--- config.mk ---
export PLATFORM = sky130hd
export DESIGN_NAME = seq_tx
export DESIGN_NICKNAME = d
export VERILOG_FILES = /design/src/rtl/seq_tx.sv
export SDC_FILE = /design/constraint.sdc
export NUM_CORES = 1
export LEC_CHECK = 0
export CAP_MARGIN = 20
export CORE_ASPECT_RATIO = 0.75
export CORE_MARGIN = 5
export CORE_UTILIZATION = 45
export DETAILED_ROUTE_END_ITERATION = 10
export MAX_ROUTING_LAYER = met4
export PLACE_DENSITY = 0.73
export SYNTH_ARGS = -nofsm -noshare
export SYNTH_HDL_FRONTEND = slang
export SYNTH_SLANG_ARGS = --single-unit
--- constraint.sdc ---
create_clock -name clk -period 2.45 [get_ports clk]
set_input_delay 0.3675 -clock clk [delete_from_list [all_inputs] [get_ports clk]]
set_output_delay 0.3675 -clock clk [all_outputs]
set_load 0.1 [all_outputs]
--- src/rtl/seq_tx.sv ---
// Serial pattern transmitter: loads a parallel pattern and shifts it out MSB-first,
// optionally repeating it with a programmable idle gap between copies.
module seq_tx #(
    parameter int PAT_W = 4,
    parameter int RPT_W = 4,
    parameter int GAP_W = 4
) (
    input  logic             clk,
    input  logic             rst,
    input  logic             start,
    input  logic [PAT_W-1:0] pattern,
    input  logic [RPT_W-1:0] rpt,      // extra copies; total copies = rpt+1
    input  logic [GAP_W-1:0] gap,
    output logic             out,
    output logic             valid,
    output logic             last,
    output logic             busy,
    output logic             done
);
    localparam int IDX_W = $clog2(PAT_W);
    localparam logic [IDX_W-1:0] IDX_TOP = IDX_W'(PAT_W - 1);

    typedef enum logic [1:0] {IDLE, SEND, GAP} state_t;

    state_t             state;
    logic [PAT_W-1:0]   sh_pat;
    logic [GAP_W-1:0]   sh_gap;
    logic [RPT_W-1:0]   copy_cnt;
    logic [GAP_W-1:0]   gap_cnt;
    logic [IDX_W-1:0]   idx;

    // state always names what the registered outputs are showing this cycle;
    // idx is the pattern bit currently on out
    always_ff @(posedge clk) begin
        if (rst) begin
            state    <= IDLE;
            sh_pat   <= '0;
            sh_gap   <= '0;
            copy_cnt <= '0;
            gap_cnt  <= '0;
            idx      <= '0;
            out      <= 1'b0;
            valid    <= 1'b0;
            last     <= 1'b0;
            busy     <= 1'b0;
            done     <= 1'b0;
        end else begin
            // NOTE: a non-blocking default here is overridden by any later <= in the same block.
            done <= 1'b0;
            case (state)
                IDLE: begin
                    if (start) begin
                        sh_pat   <= pattern;
                        sh_gap   <= gap;
                        copy_cnt <= rpt;
                        idx      <= IDX_TOP;
                        out      <= pattern[PAT_W-1];
                        valid    <= 1'b1;
                        last     <= 1'b0;
                        busy     <= 1'b1;
                        state    <= SEND;
                    end
                end
                SEND: begin
                    if (idx != '0) begin
                        idx  <= idx - IDX_W'(1);
                        out  <= sh_pat[idx - IDX_W'(1)];
                        last <= (idx == IDX_W'(1));
                    end else if (copy_cnt == '0) begin
                        state <= IDLE;
                        out   <= 1'b0;
                        valid <= 1'b0;
                        last  <= 1'b0;
                        busy  <= 1'b0;
                        done  <= 1'b1;
                    end else begin
                        copy_cnt <= copy_cnt - RPT_W'(1);
                        last     <= 1'b0;
                        if (sh_gap == '0) begin
                            idx <= IDX_TOP;
                            out <= sh_pat[PAT_W-1];
                        end else begin
                            // gap_cnt holds the idle cycles still owed after the current one
                            state   <= GAP;
                            gap_cnt <= sh_gap - GAP_W'(1);
                            out     <= 1'b0;
                            valid   <= 1'b0;
                        end
                    end
                end
                GAP: begin
                    if (gap_cnt == '0) begin
                        state <= SEND;
                        idx   <= IDX_TOP;
                        out   <= sh_pat[PAT_W-1];
                        valid <= 1'b1;
                    end else begin
                        gap_cnt <= gap_cnt - GAP_W'(1);
                    end
                end
                default: state <= IDLE;
            endcase
        end
    end
endmodule

== After elaboration in Yosys (flattened, before gate mapping) ==
Cells that the tools add are included.
Cells by class
  reductions and logical operators: 18
  muxes and demuxes: 42
  equal/unequal tests: 13
  bitwise logic cells: 1
  order comparisons: 1
  add/sub/neg operators: 4
  div/mod/pow operators: 0
  $mul: 0
  shift-type cells: 0
Operator list (number)
  two-way mux 4 bit: 7
  two-way mux 2 bit: 10
  two-way mux 1 bit: 16
  case mux 4 bit (2 select lines): 2
  AND reduction 5 bit: 3
  inequality test 2 bit (second input constant): 7
  logical NOT 4 bit: 3
  case mux 2 bit (3 select lines): 2
  AND reduction 4 bit: 3
  subtractor 4 x 1 -> 4 bit (second input constant): 3
  inequality test 3 bit (second input constant): 3
  case mux 1 bit (3 select lines): 2
  nonzero test 2 bit: 3
  equality test 2 x 1 -> 1 bit (second input constant): 2
  case mux 1 bit (2 select lines): 2
  AND reduction 2 bit: 2
  < comparator 2 x 3 -> 1 bit (second input constant): 1
  AND reduction 3 bit: 1
  nonzero test 3 bit: 1
  OR reduction 3 bit: 1
  binary-select mux 1 bit (select 2 bit): 1
  equality test 2 bit (second input constant): 1
  logical NOT 2 bit: 1
  subtractor 2 x 1 -> 2 bit (second input constant): 1
  NOT 1 bit: 1
Word-level totals
  output and inout port bits: 5
  word-level logic and storage cells: 90
  flip-flop bits (word level): 25
  ROM bits: 0
  latch bits: 0
  memories: 0
  RAM bits: 0
  bits of input ports: 15

== Logic depth before layout (Yosys ltp) ==
  depth in word-level cells: 5
  mapped depth: 9
  mapped depth without buffers: 8

== Least setup slack after synthesis ==
OpenSTA, ideal clock, no wires.
  path type: register to register
  start: register state[0]
  end: register gap_cnt[2]
  stages on the path, launching flop included: 10
  setup slack: 0.606 ns
  arrival: 1.786 ns
  buffers on the path: 1
  required time: 2.392 ns
  cells stage by stage: dfxtp_1 inv_1 ha_1 clkbuf_8 mux2i_1 ha_1 nand2_1 o32a_1 a21oi_1 o21a_1
On the way
  longest elaborated chain between the ends: 3
RTL lines
  start: declaration: line 25  | state_t state;
  start signal: assignment: line 36  | state <= IDLE;
  start signal: assignment: line 61  | state <= SEND;
  start signal: assignment: line 70  | state <= IDLE;
  equality test 2 bit or equality test 2 x 1 -> 1 bit (tied branches): line 50  | case (state)
  inequality test 2 bit (no source line) or nonzero test 2 bit (tied branches)
  AND reduction 5 bit (no source line)
  end signal: assignment: line 85  | gap_cnt <= sh_gap - GAP_W'(1);
  end signal: assignment: line 98  | gap_cnt <= gap_cnt - GAP_W'(1);
  end: declaration: line 29  | logic [GAP_W-1:0] gap_cnt;
Parallel ways exist; a longest one is shown, timed or not.
A chain may end at the register's enable or synchronous reset.

== Worst setup path after layout ==
  start: register state[0]
  end: register copy_cnt[0]
On the way
  longest elaborated chain between the ends: 3
RTL lines
  equality test 2 x 1 -> 1 bit or logical NOT 2 bit (tied branches): line 50
  inequality test 2 bit (no source line) or nonzero test 2 bit (tied branches)
  AND reduction 4 bit (no source line)
  end signal: assignment: line 55  | copy_cnt <= rpt;
  end signal: assignment: line 77  | copy_cnt <= copy_cnt - RPT_W'(1);
  end: declaration: line 28  | logic [RPT_W-1:0] copy_cnt;
Parallel ways exist; a longest one is shown, timed or not.

==> summary.md <==
| Metric | Value |
|---|---|
| CTS Buffer Depth | `2` |
| CP cell instances | `inv_1 > ha_1 > nand2b_1 > o21ai_1 > a2111oi_0 > a211oi_1` |
| Placed cells | `between 200 and 250` |
| Post-CTS Resized | `0` |
| Clock skew | `0.0106 ns` |
| GRT Util Overall | `around 18%` |
| Tmin final | `2.16 ns` |
| Top-count cell post-synth | `dfxtp_1` |
| Antenna Cells | `0` |
| Num CTS Buffers | `3` |
| Vert. Die Dim | `~59 um` |
| Status | `complete, no violations` |
| Power Density | `approximately 1200 nW/um^2` |
| GPL Wtd Cong | `0.796` |
| Worst Setup Path Type | `reg -> reg` |
| MaxCap Viol Count | `0` |
| Post-synth top cells | `25 x dfxtp_1, 20 x nand2_1, 16 x a21oi_1` |
| H-Tree Depth | `1` |
| Setup WS post-layout | `0.291 ns` |
| WP buf/inv | `1` |
| TritonCTS clock tree | `built` |
| Post-synthesis cell area | `1450 sq um` |
| DR iter-0 viols | `~120` |
| Post-synthesis simple-gate area fraction | `19.8%` |
| Compound-cell area share of the yosys netlist | `around a quarter` |
| Worst path arrival time | `around 2.3 ns` |
| Non-Filler Instances | `roughly 230` |
| Setup TNS | `0 ns` |
| Antenna violations before repair | `0` |
| Slowest-stage cell, CP | `a2111oi_0` |
| FF-to-FF Start | `state[0]$_SDFFE_PP0P_` |
| Hold buffer count at CTS | `0` |
| RR Endpoint | `copy_cnt[0]$_SDFFE_PP0P_` |
| DR pass1 iterations | `4` |
| Port buffer count | `19` |
| Area fraction of the dominant cell type after synthesis | `34.4%` |
| Most used DFF post-synth | `dfxtp_1` |
| Fin nets | `212` |
| EDFF count, synth | `0` |
| Final Hold Viols | `0` |
| DP HPWL | `around 2700 um` |
| Reg clk slew, reported paths | `around 0.090 ns` |
| Hold wc startpoint | `sh_pat[0]$_SDFFE_PP0P_` |
| Postcts setup bufs | `0` |
| Post-DP Area | `around 1600 sq um` |
| Largest fanout on the critical path | `13` |
| Crit path capture type | `flip-flop` |
| Register area share after synthesis | `between 30% and 40%` |
| Period Utilization, post-route | `88.1%` |
| Crit start category | `flip-flop` |
| Later-pin clock latency in the skew report | `0.27 ns` |
| Global-route wire length before repair | `5920 um` |
| Die footprint | `between 4000 and 5000 sq um` |
| Post-synthesis cell count | `170` |
| Post-Syn Nets | `approximately 190` |
| Leakage | `between 0.6 and 0.7 nW` |
| Yosys warns | `0` |
| CTS Root Cell | `clkbuf_8` |
| Least-Margin Pin Slew | `0.624 ns` |
| Wire per inst | `roughly 16 um` |
| Share of layout cells above drive strength 1 | `10.2%` |
| Adder-Cell Fraction of Synth Area | `7.75%` |
| Critical Path RT | `2.58 ns` |
| Critical Path Sink | `copy_cnt[0]$_SDFFE_PP0P_` |
| DR vias | `1348` |
| Synth area leader | `dfxtp_1` |
| Post-Syn Area per Cell | `about 8.6 sq um` |
| Fin area | `approximately 1700 sq um` |
| Antenna Nets Post-Route | `0` |
| Stages on worst setup path | `6` |
| Pin count of the biggest net entering global routing | `14` |
| RSZ-0062 raised after global routing | `false` |
| Slew Limit Fails | `0` |
| Top post-synthesis cells by area | `dfxtp_1 34%, ha_1 7.7%, a21oi_1 5.5%, nand2_1 5.2%, nand3_1 5.2%` |
| Reg2Reg Depth | `6` |
| Power, Total | `slightly above 2 mW` |
| Vias in the first global route | `between 1000 and 1500` |
| Core Region | `3020 sq um` |
| Die W | `between 70 and 80 um` |
| CTS Sinks | `25` |
| Worst setup startpoint | `state[0]$_SDFFE_PP0P_` |
| Total wire length | `between 3000 and 4000 um` |
| Reg2reg setup slack | `roughly 0.29 ns` |
| Post-route DRC violation count | `0` |
| Fin Hold WS | `between 0.4 and 0.5 ns` |
| Slew headroom | `58.1%` |
| Drt via density | `5.99` |
| VDD IR max | `0.000739 V` |
| Number of distinct library cells after synthesis | `51` |
| CP peak stage delay | `between 0.5 and 0.6 ns` |
| Fmax | `between 400 and 500 MHz` |
| GR Overflow Total | `0` |
| I/O pins | `20` |
| Asr flop ratio synth | `0%` |
| Critical path's top delay family | `compound AO/OA/AOI/OAI gates` |
| Core Util, Final | `between 50% and 60%` |
| Largest family of logic cells by synthesized area | `compound AO/OA/AOI/OAI gates` |
| Min-Delay Path Class | `reg -> reg` |
| Filler instances | `between 200 and 300` |
| Initial Util | `between 40% and 50%` |
| Setup-failing EPs final | `0` |
| XOR/XNOR Fraction of Synth Area | `less than 1%` |
| Row count | `17` |
| Area Overhead vs Synth | `16.2%` |
| Synth Register Bits | `25` |
| Proportion of synthesized area in mux cells | `5.68%` |
| Place WS | `0.335 ns` |
[placed cells by master, fill, tap and decap left out, types with 2 or more instances in the layout]
master           Yosys  final
nand2b_1             3      3
ha_1                 9      9
clkdlybuf4s50_1      0     14
dfxtp_1             25     25
nor3b_1              2      2
buf_4                1      9
a21oi_1             16     16
o41ai_1              3      3
nor2_1              10     10
nand3_1             15     15
inv_1               10     10
clkbuf_8             1      3
mux2i_1              6      6
or3_1                2      2
o311ai_0             3      3
o21ai_0              5      5
nand2_1             20     20
nor3_1               3      3
[where the power goes]
part           internal [mW]  switching [mW]  total (mW)
logic                  0.420           0.741        1.16
clock network          0.117           0.134       0.250
registers              0.525           0.110       0.635
[layer usage]
layer	GRT usage [%]	vias to the layer above	routed length (um)
met1	21.5	629	1510
li1	-	662	-
met4	5.99	0	88
met2	28.3	47	1680
met5	-	-	0
met3	4.75	10	260
[worst min path at each step]
stage	to	slack (ns)	depth (start not counted)
2_1_floorplan	sh_pat[1]$_SDFFE_PP0P_	0.43	2
4_1_cts	sh_pat[0]$_SDFFE_PP0P_	0.47	2
3_3_place_gp	sh_pat[2]$_SDFFE_PP0P_	0.44	2
3_5_place_dp	sh_pat[0]$_SDFFE_PP0P_	0.45	2
5_1_grt	sh_pat[2]$_SDFFE_PP0P_	0.48	2
6_report	sh_pat[0]$_SDFFE_PP0P_	0.46	2
[flip-flops by register name, summed over array words and instances, names as in the netlist]
| register | flops |
|---|---|
| busy | 1 |
| copy_cnt | 4 |
| done | 1 |
| gap_cnt | 4 |
| idx | 2 |
| last | 1 |
| out | 1 |
| sh_gap | 4 |
| sh_pat | 4 |
| state | 2 |
| valid | 1 |
[logic make-up after synthesis]
| kind of cell | after synthesis |
|---|---|
| multiplexers | 7 |
| buffers and inverters | 20 |
| XOR/XNOR | 1 |
| AND/OR/NAND/NOR | 60 |
| adder cells (fa/ha/maj) | 9 |
| flip-flops | 25 |
| AO/OA/AOI/OAI | 48 |
[cell type report]
type / count / area, sq um / area share [%]
Clock buffer: 4 / 45.0 / 2.67
Inverter: 10 / 37.5 / 2.22
Multi-Input combinational cell: 125 / 851 / 50.4
Sequential cell: 25 / 500 / 29.6
Tap cell: 38 / 47.5 / 2.81
Timing Repair Buffer: 23 / 208 / 12.3
[worst reg2reg max path: stages (launching register included)]
cell and delay, ns:
dfxtp_1 0.43, inv_1 0.10, ha_1 0.37, nand2b_1 0.23
o21ai_1 0.26, a2111oi_0 0.53, a211oi_1 0.10
Power figures use the tool's default switching activity.
